## src/rtl/xc_malu_pkg.sv

```systemverilog
// Shared types and op-decode helpers for the XCrypto multiply/divide unit.
package xc_malu_pkg;

  typedef enum logic [3:0] {
    OP_MUL    = 4'd0,
    OP_MULH   = 4'd1,
    OP_MULHSU = 4'd2,
    OP_MULHU  = 4'd3,
    OP_DIV    = 4'd4,
    OP_DIVU   = 4'd5,
    OP_REM    = 4'd6,
    OP_REMU   = 4'd7,
    OP_CLMUL  = 4'd8,
    OP_CLMULH = 4'd9,
    OP_CLMULR = 4'd10
  } op_t;

  typedef enum logic [1:0] {
    ST_IDLE = 2'd0,
    ST_CALC = 2'd1,
    ST_FIX  = 2'd2,
    ST_DONE = 2'd3
  } state_t;

  // Integer multiplies occupy codes 0..3.
  function automatic logic is_mul(input logic [3:0] op);
    return op[3:2] == 2'b00;
  endfunction

  // Divides and remainders occupy codes 4..7; op[1] selects remainder.
  function automatic logic is_div(input logic [3:0] op);
    return op[3:2] == 2'b01;
  endfunction

  function automatic logic is_clmul(input logic [3:0] op);
    return (op == OP_CLMUL) || (op == OP_CLMULH) || (op == OP_CLMULR);
  endfunction

  function automatic logic is_signed_lhs(input logic [3:0] op);
    return (op == OP_MUL) || (op == OP_MULH) || (op == OP_MULHSU) ||
           (op == OP_DIV) || (op == OP_REM);
  endfunction

  function automatic logic is_signed_rhs(input logic [3:0] op);
    return (op == OP_MUL) || (op == OP_MULH) || (op == OP_DIV) || (op == OP_REM);
  endfunction

  // Ops that return the upper half of the double-width product.
  function automatic logic sel_high(input logic [3:0] op);
    return (op == OP_MULH) || (op == OP_MULHSU) || (op == OP_MULHU) || (op == OP_CLMULH);
  endfunction

endpackage

```

## src/rtl/xc_malu_mdr_step.sv

```systemverilog
// One cycle of the multi-cycle datapath: BPC shift-add, shift-xor or
// restoring-divide iterations on the accumulator and partial remainder.
// Multiply: acc = {partial product, remaining multiplier bits}, shifts right.
// Divide:   acc low half holds dividend bits shifting out / quotient bits in.
module xc_malu_mdr_step
  import xc_malu_pkg::*;
#(
  parameter int XLEN = 32,
  parameter int BPC  = 1,
  parameter int CW   = 6
) (
  input  logic                div_mode,
  input  logic                clmul_mode,
  input  logic [XLEN-1:0]     opd,
  input  logic [2*XLEN-1:0]   acc_in,
  input  logic [XLEN:0]       pr_in,
  input  logic [CW-1:0]       cnt_in,
  output logic [2*XLEN-1:0]   acc_out,
  output logic [XLEN:0]       pr_out,
  output logic [CW-1:0]       cnt_out
);

  logic [2*XLEN-1:0] acc;
  logic [XLEN:0]     pr;
  logic [XLEN:0]     pr_sh;
  logic [XLEN+1:0]   diff;
  logic [XLEN:0]     sum;

  // Unrolled BPC iterations; each iteration sees the previous one's result.
  always_comb begin
    acc   = acc_in;
    pr    = pr_in;
    pr_sh = '0;
    diff  = '0;
    sum   = '0;
    for (int i = 0; i < BPC; i++) begin
      if (div_mode) begin
        pr_sh = {pr[XLEN-1:0], acc[XLEN-1]};
        diff  = {pr[XLEN], pr_sh} - {2'b00, opd};
        if (!diff[XLEN+1]) begin
          pr             = diff[XLEN:0];
          acc[XLEN-1:0]  = {acc[XLEN-2:0], 1'b1};
        end else begin
          pr             = pr_sh;
          acc[XLEN-1:0]  = {acc[XLEN-2:0], 1'b0};
        end
      end else if (clmul_mode) begin
        sum = {1'b0, acc[2*XLEN-1:XLEN] ^ (acc[0] ? opd : '0)};
        acc = {sum, acc[XLEN-1:1]};
      end else begin
        sum = {1'b0, acc[2*XLEN-1:XLEN]} + {1'b0, (acc[0] ? opd : '0)};
        acc = {sum, acc[XLEN-1:1]};
      end
    end
    acc_out = acc;
    pr_out  = pr;
    cnt_out = cnt_in + {{(CW-1){1'b0}}, 1'b1};
  end

endmodule

```

## src/rtl/xc_malu_mdr_p.sv

```systemverilog
// Multi-cycle multiply / divide / carry-less multiply unit.
// Handshake: a transfer happens on a rising edge where valid && ready are
// both high; valid never depends on ready. in_ready is high only in IDLE,
// out_valid only in DONE, and result is forced to 0 whenever out_valid is low.
module xc_malu_mdr_p
  import xc_malu_pkg::*;
#(
  parameter int XLEN = 32,
  parameter int BPC  = 1
) (
  input  logic            clock,
  input  logic            resetn,
  input  logic            flush,
  input  logic            in_valid,
  output logic            in_ready,
  input  logic [3:0]      op,
  input  logic [XLEN-1:0] rs1,
  input  logic [XLEN-1:0] rs2,
  output logic            out_valid,
  input  logic            out_ready,
  output logic [XLEN-1:0] result,
  output state_t          dbg_state
);

  localparam int N  = XLEN / BPC;
  localparam int CW = $clog2(N + 1);
  localparam logic [CW-1:0] LAST = CW'(N - 1);

  state_t            state_q, state_d;
  logic [3:0]        op_q;
  logic              sa_q, sb_q, dz_q, ov_q;
  logic [XLEN-1:0]   opd_q, res_q;
  logic [2*XLEN-1:0] acc_q, acc_nx, prod;
  logic [XLEN:0]     pr_q, pr_nx;
  logic [CW-1:0]     cnt_q, cnt_nx;
  logic              accept, sa_in, sb_in, div_in;
  logic [XLEN-1:0]   mag1, mag2, quo, rem, fix_res;

  // Next-state and handshake outputs; flush overrides every transition.
  always_comb begin
    state_d   = state_q;
    in_ready  = 1'b0;
    out_valid = 1'b0;
    case (state_q)
      ST_IDLE: begin
        in_ready = 1'b1;
        if (in_valid) state_d = ST_CALC;
      end
      ST_CALC: if (cnt_q == LAST) state_d = ST_FIX;
      ST_FIX:  state_d = ST_DONE;
      ST_DONE: begin
        out_valid = 1'b1;
        if (out_ready) state_d = ST_IDLE;
      end
      default: state_d = ST_IDLE;
    endcase
    if (flush) state_d = ST_IDLE;
  end

  assign accept    = in_valid && in_ready && !flush;
  assign result    = out_valid ? res_q : '0;
  assign dbg_state = state_q;

  // Operand magnitudes and sign flags captured at accept.
  always_comb begin
    sa_in  = is_signed_lhs(op) && rs1[XLEN-1];
    sb_in  = is_signed_rhs(op) && rs2[XLEN-1];
    mag1   = sa_in ? -rs1 : rs1;
    mag2   = sb_in ? -rs2 : rs2;
    div_in = is_div(op);
  end

  xc_malu_mdr_step #(.XLEN(XLEN), .BPC(BPC), .CW(CW)) u_step (
    .div_mode   (is_div(op_q)),
    .clmul_mode (is_clmul(op_q)),
    .opd        (opd_q),
    .acc_in     (acc_q),
    .pr_in      (pr_q),
    .cnt_in     (cnt_q),
    .acc_out    (acc_nx),
    .pr_out     (pr_nx),
    .cnt_out    (cnt_nx)
  );

  // Sign fix-up, word select and divide corner cases for the FIX cycle.
  // Divide by zero leaves the dividend magnitude in the partial remainder,
  // so the ordinary remainder sign fix already yields rs1.
  always_comb begin
    prod    = (sa_q ^ sb_q) ? -acc_q : acc_q;
    quo     = acc_q[XLEN-1:0];
    rem     = pr_q[XLEN-1:0];
    fix_res = '0;
    if (is_mul(op_q)) begin
      fix_res = sel_high(op_q) ? prod[2*XLEN-1:XLEN] : prod[XLEN-1:0];
    end else if (is_div(op_q)) begin
      if (op_q[1]) begin
        if (ov_q)      fix_res = '0;
        else           fix_res = sa_q ? -rem : rem;
      end else begin
        if (dz_q)      fix_res = '1;
        else if (ov_q) fix_res = {1'b1, {(XLEN-1){1'b0}}};
        else           fix_res = (sa_q ^ sb_q) ? -quo : quo;
      end
    end else if (op_q == OP_CLMUL) begin
      fix_res = acc_q[XLEN-1:0];
    end else if (op_q == OP_CLMULH) begin
      fix_res = acc_q[2*XLEN-1:XLEN];
    end else if (op_q == OP_CLMULR) begin
      fix_res = acc_q[2*XLEN-2:XLEN-1];
    end
  end

  // State, datapath and result registers.
  always_ff @(posedge clock) begin
    if (!resetn || flush) begin
      state_q <= ST_IDLE;
      cnt_q   <= '0;
      acc_q   <= '0;
      pr_q    <= '0;
      res_q   <= '0;
    end else begin
      state_q <= state_d;
      if (accept) begin
        op_q  <= op;
        sa_q  <= sa_in;
        sb_q  <= sb_in;
        dz_q  <= div_in && (rs2 == '0);
        ov_q  <= div_in && is_signed_lhs(op) &&
                 (rs1 == {1'b1, {(XLEN-1){1'b0}}}) && (rs2 == '1);
        opd_q <= div_in ? mag2 : mag1;
        acc_q <= {{XLEN{1'b0}}, (div_in ? mag1 : mag2)};
        pr_q  <= '0;
        cnt_q <= '0;
      end else if (state_q == ST_CALC) begin
        acc_q <= acc_nx;
        pr_q  <= pr_nx;
        cnt_q <= cnt_nx;
      end else if (state_q == ST_FIX) begin
        res_q <= fix_res;
      end
    end
  end

endmodule

```

## config.mk

```make
export PLATFORM = sky130hd
export DESIGN_NAME = xc_malu_mdr_p
export DESIGN_NICKNAME = d
export VERILOG_FILES = /design/src/rtl/xc_malu_pkg.sv /design/src/rtl/xc_malu_mdr_step.sv /design/src/rtl/xc_malu_mdr_p.sv
export SDC_FILE = /design/constraint.sdc
export NUM_CORES = 1
export LEC_CHECK = 0
export ABC_CLOCK_PERIOD_IN_PS = 3150
export CAP_MARGIN = 20
export CORE_ASPECT_RATIO = 0.9
export CORE_UTILIZATION = 56
export DETAILED_ROUTE_END_ITERATION = 8
export MAX_ROUTING_LAYER = met4
export PLACE_DENSITY_LB_ADDON = 0.1
export SLEW_MARGIN = 15
export SYNTH_ARGS = -nofsm -noshare
export SYNTH_HDL_FRONTEND = slang
export SYNTH_HIERARCHICAL = 1
export SYNTH_SLANG_ARGS = --single-unit
```

## constraint.sdc

```tcl
create_clock -name clock -period 3.15 [get_ports clock]
set_input_delay 0.4725 -clock clock [delete_from_list [all_inputs] [get_ports clock]]
set_output_delay 0.4725 -clock clock [all_outputs]
set_load 0.01 [all_outputs]
```

======== After elaboration in Yosys (flattened, before gate mapping) ========
Cells that the tools add are included.
Widths: inputs -> output; s select.
word-level totals
  register bits after elaboration ......... 177
  input bits .............................. 73
cells by class
  add/subtract/negate cells ............... 8
  eq/ne operators ......................... 21
  multiplexer cells ....................... 31
  bitwise operators ....................... 6
  reduce and logical (&&, ||, !) cells .... 34
operators by type and width
  kind                  count
  $mux 32               21
  $mux 64               2
  $neg 32->32           4
  $eq 32x32->1 const B  2
  $neg 64->64           1
  $sub 34x32->34        1
  $add 32x32->33        1
  $mux 33               1
  $logic_not 32->1      1
  $xor 32x32->32        1
  $eq 4x2->1 const B    3
  $eq 4x4->1 const B    3
  $logic_or 1x1->1      12
  $eq 4x1->1 const B    2
  $eq 4x3->1 const B    2
  $logic_and 1x1->1     8
  $pmux 2 s4            1
  $add 6x1->6 const B   1
  $eq 2x1->1 const B    3
  $eq 6x5->1 const B    1
  $mux 2                3
  $ne 2x2->1 const B    3
  $reduce_and 2->1      3
  $reduce_and 3->1      2
  9 further kinds       18

======== Logic depth before layout (Yosys ltp) ========
  depth after elaboration ................. 9
  mapped depth ............................ 15

======== By module ========
The synthesis kept the hierarchy.
modules (own cells, without submodules)
  module            times used  cells each  area an instance (um^2)  sequential area each (um^2)
  xc_malu_mdr_p     1           1616        13047.5                  3943.8
  xc_malu_mdr_step  1           826         5592.9                   0.0

======== Worst setup path after synthesis ========
Ideal clock, no wire load.
  path kind ............................... register -> register
  from .................................... reg state_q[0], in the netlist dbg_state[0]
  to ...................................... reg dz_q, enable pin
  arrival ................................. 2570 ps
  slack ................................... 140 ps
  cell stages (with the launch flop) ...... 5
  buffers on the path ..................... 0
  cells stage by stage .................... dfxtp_1 -> inv_1 -> ha_1 -> nand2_1 -> nor2_1
on the way
  cells in the longest elaborated chain, start to end .. 5
ends and longest elaborated chain
  what                            line                  source
  start: declaration              xc_malu_mdr_p.sv:29   state_t state_q, state_d;
  start signal: assignment        xc_malu_mdr_p.sv:122  state_q <= state_d;
  $logic_not 2->1                 xc_malu_mdr_p.sv:44   case (state_q)
  $mux 1                          xc_malu_mdr_p.sv:44
  net in_ready                    xc_malu_mdr_p.sv:15   output logic in_ready,
  $logic_and 1x1->1 (2 in a row)  xc_malu_mdr_p.sv:60   assign accept = in_valid && in_ready && !flush;
  $reduce_and 2->1 (no line)      --
  end signal: assignment          xc_malu_mdr_p.sv:127  dz_q <= div_in && (rs2 == '0);
  end: declaration                xc_malu_mdr_p.sv:31   logic sa_q, sb_q, dz_q, ov_q;
The timed path passes the listed nets, and every way through them passes these cells.
A chain may end at the register's enable or synchronous reset.

======== Worst setup path after layout ========
  from .................................... reg opd_q[19]
  to ...................................... reg pr_q[32]
on the way
  cells in the longest elaborated chain, start to end .. 2
ends and longest elaborated chain
  what                      line                    source
  start: declaration        xc_malu_mdr_p.sv:32     logic [XLEN-1:0] opd_q, res_q;
  start signal: assignment  xc_malu_mdr_p.sv:130    opd_q <= div_in ? mag2 : mag1;
  $sub 34x32->34            xc_malu_mdr_step.sv:39  diff = {pr[XLEN], pr_sh} - {2'b00, opd};
  $mux 33                   xc_malu_mdr_step.sv:40  if (!diff[XLEN+1]) begin
  end signal: assignment    xc_malu_mdr_p.sv:136    pr_q <= pr_nx;
  end: declaration          xc_malu_mdr_p.sv:34     logic [XLEN:0] pr_q, pr_nx;
No other way between the ends.

==> results by group <==
Outcome
  • Status: completed

STA
  • Final worst path period need: approximately 3.1 ns
  • Slew margin rel.: between 30% and 40%
  • Total negative slack: 0 ns
  • Final Setup Violations: 0
  • Skew final: 0.0112 ns
  • Least-Margin Pin Slew: 0.898 ns
  • Hold Vio Cnt, Final: 0
  • Period utilisation layout: 98.9%
  • Slew Viols, Final: 0
  • Max frequency: ~0.32 GHz

Pwr
  • Leakage Power: 9.15 nW
  • VDD IR max: around 0.46 mV
  • Pwr per Cell Area: approximately 280 mW/mm^2
  • Total power: between 6 and 7 mW

GRT
  • Congestion Overflow GR: 0
  • Largest net degree at the start of global routing: 63
  • Tot GR Track Use: 45.9%
  • First-pass GRT wire length: between 100000 and 150000 um
  • Vias in the first global route: 19849
  • Initial antenna violation count: 4

Place
  • Placed cell count: between 3000 and 4000
  • Port buffer count: 108
  • Placer Congestion: roughly 1.1
  • Dpl hpwl: between 60000 and 70000 um

Critical path
  • Buffer and inverter count on the worst path: 2
  • Reg-to-reg endpoint: pr_q[32]
  • Crit start category: flop
  • Worst-path fanout max: 7
  • Setup CP Type: flop to flop
  • Delay of the slowest critical-path stage: approximately 0.5 ns
  • CP delay by family, top: compound AO/OA/AOI/OAI gates
  • CP max stage cell: edfxtp_1
  • Critical Path RT: between 3 and 4 ns
  • CP Data Arrival Time: about 3.5 ns
  • CP Capture Type: flop
  • Crit path cell chain: inv_1 > ha_1 > buf_4 > nand2_1 > o21a_1 > and3_1 > nor4_1 > a21oi_2 > a211oi_2 > a211oi_1 > o311a_1 > mux2i_1 > nor2_1
  • Reg2reg path depth: 13
  • FF-to-FF Start: opd_q[19]
  • R2r setup slk: between 0.03 and 0.04 ns

Floorplanning
  • Row count: 63
  • Core area: between 0.03 and 0.04 mm^2
  • Die Span Y: around 180 um
  • Ports: 109
  • Chip width: approximately 190 um
  • DIE AREA: roughly 0.034 mm^2
  • Starting Density: about 57%

Routing
  • Total Wirelength: between 70000 and 80000 um
  • Wl on met1: between 30000 and 40000 um
  • Drt pass-1 iters: 8
  • Highest routed layer: met4
  • DR iter-0 viols: around 2900
  • Vias: approximately 21000
  • WL met2: ~34000 um
  • Per-cell routed wire length: 25.0 um
  • Met3 routed WL: about 9100 um
  • Number of nets with antenna violations after routing: 0
  • DRC Markers: 0
  • Vias per cell: 6.76

Clock tree
  • CTS tree: done
  • # H-tree levels: 4
  • Clock sink total: roughly 180
  • Clk root buf: clkbuf_16
  • Worst-path clk slew: approximately 0.080 ns
  • Cts hold-fix bufs: 0
  • Num CTS Buffers: 17
  • Longest Clk Path Bufs: 2
  • Worst-skew pair later-pin latency: between 0.4 and 0.5 ns

Synthesis
  • Synthesized instance count: about 2400
  • Synthesis-stage register bit count: around 180
  • Syn_nets: approximately 2600
  • Synth unique cells: 97
  • Synth top area share: between 10 and 15%
  • Yosys top cell by area: dfxtp_1
  • EDFF count, synth: 40
  • Sequential area share after synthesis: 21.2%
  • Cell area after synthesis: 0.0186 mm^2
  • Top cells by area, synth: dfxtp_1 15%, mux2i_1 9.8%, edfxtp_1 6.4%
  • Synth warnings: 6
  • Mean Syn Cell Area: about 7.6 um^2
  • Ys async rst share: 0%
  • Ys flop type: dfxtp_1

Cells and area
  • Area Growth Syn to Fin: 24.1%
  • # nets final: 2854
  • Share of layout cells above drive strength 1: 19.3%
  • Final Instance Count excl. Fillers: between 3000 and 4000
  • Final core utilization: a little over two thirds

Hold path
  • Min-Delay Path Depth: 2
  • Worst Hold End: res_q[22]
  • Min-delay worst type: flop to flop
  • Hold Startpoint: res_q[22]

Run
  • Max-Cap Viols: 0
[routing by layer]
| metal | up-vias | global-route usage, % |
|---|---|---|
| met5 | - | - |
| met4 | 0 | 26.4 |
| met3 | 316 | 10.6 |
| met1 | 9983 | 56.8 |
| met2 | 1444 | 68.5 |
| li1 | 9499 | - |
[cell usage after synthesis (all sizes together) (49+ instances only)]
cell type / number
clkbuf: 136
mux2i: 182
o21ai: 150
mux2: 64
nor2: 278
xor2: 86
nand3: 49
and2: 73
ha: 74
a21oi: 200
a211oi: 49
xnor2: 106
inv: 81
nand2: 161
dfxtp: 137
[power by group]
group	internal, mW	switching (mW)
combinational	0.749	1.07
sequential	2.37	0.0532
clock	1.12	1.05
total	4.24	2.18
[state kept, by name (all words and copies together), names as in the netlist, 2 cells and up]
name       flops
acc_q         64
pr_q          33
opd_q         32
res_q         32
cnt_q          6
op_q           4
dbg_state      2
[worst max path at each step]
stage,start,endpoint,slack (ns),cells past startpoint
floorplan,dbg_state[0],dz_q,0.14,4
global placement,acc_q[0],acc_q[58],-0.08,14
detailed placement,acc_q[0],acc_q[59],-0.06,15
CTS,acc_q[0],acc_q[59],0.003,15
global route,opd_q[8],acc_q[60],-0.07,15
finish,opd_q[19],pr_q[32],0.03,13
[worst reg2reg max path: stages, from the launching register on]
cell and delay [ns]:
edfxtp_1 0.50, inv_1 0.08, ha_1 0.33, buf_4 0.16, nand2_1 0.08, o21a_1 0.20
and3_1 0.19, nor4_1 0.49, a21oi_2 0.13, a211oi_2 0.26, a211oi_1 0.11, o311a_1 0.29
mux2i_1 0.13, nor2_1 0.05
[kinds of logic (layout without fill, tap and decap cells)]
logic type | Yosys count | count (layout) | share of synthesized area [%]
other cells | 0 | 4 | 0
compound gates | 676 | 676 | 23.5
xor+xnor | 192 | 192 | 9.02
fa+ha+maj | 76 | 76 | 5.18
flops | 177 | 177 | 21.2
simple gates | 822 | 822 | 22.0
buf+inv | 253 | 529 | 5.44
mux | 246 | 246 | 13.7
[cell type report]
cell class / count / area (um^2)
clock buffer: 19 / 443
antenna: 4 / 10.0
tap: 422 / 528
sequential: 177 / 3950
multi-input combinational: 2012 / 14200
inverter: 82 / 310
timing repair buffer: 415 / 3560
fill: 2675 / 9730
clock inverter: 13 / 124
[cell usage in the layout (no fill, tap or decap), types with 35 or more instances in the layout]
master	Yosys	layout
nor2_1	278	276
dfxtp_1	137	136
nand3_1	48	45
o21ai_0	148	147
buf_4	0	290
nand2_1	161	157
clkdlybuf4s50_1	0	108
a211oi_1	47	45
inv_1	79	78
edfxtp_1	40	40
mux2i_1	182	182
and2_1	73	62
xor2_1	86	85
ha_1	74	55
a21oi_1	197	187
o31ai_1	36	35
xnor2_1	106	104
nor3_1	45	45
nor4_1	40	38
mux2_2	62	62
a31oi_1	41	40
[stage by stage]
stage / instance area (um^2) / setup slack, ns / hold slack, ns
floorplan: 18600 / 0.140 / 0.407
global placement: 22000 / -0.0819 / 0.421
detailed placement: 22000 / -0.0595 / 0.444
CTS: 22600 / 0.00256 / 0.459
global route: 23100 / -0.0673 / 0.483
finish: 23100 / 0.0348 / 0.454
[what timing repair did]
action | in CTS | in global routing
buffers inserted | 0 | 12
pin swaps | 0 | 37
endpoints found under the setup margin | 13 | 50
resized for setup | 2 | 87
No activity file was read; power rests on OpenSTA's default activity.
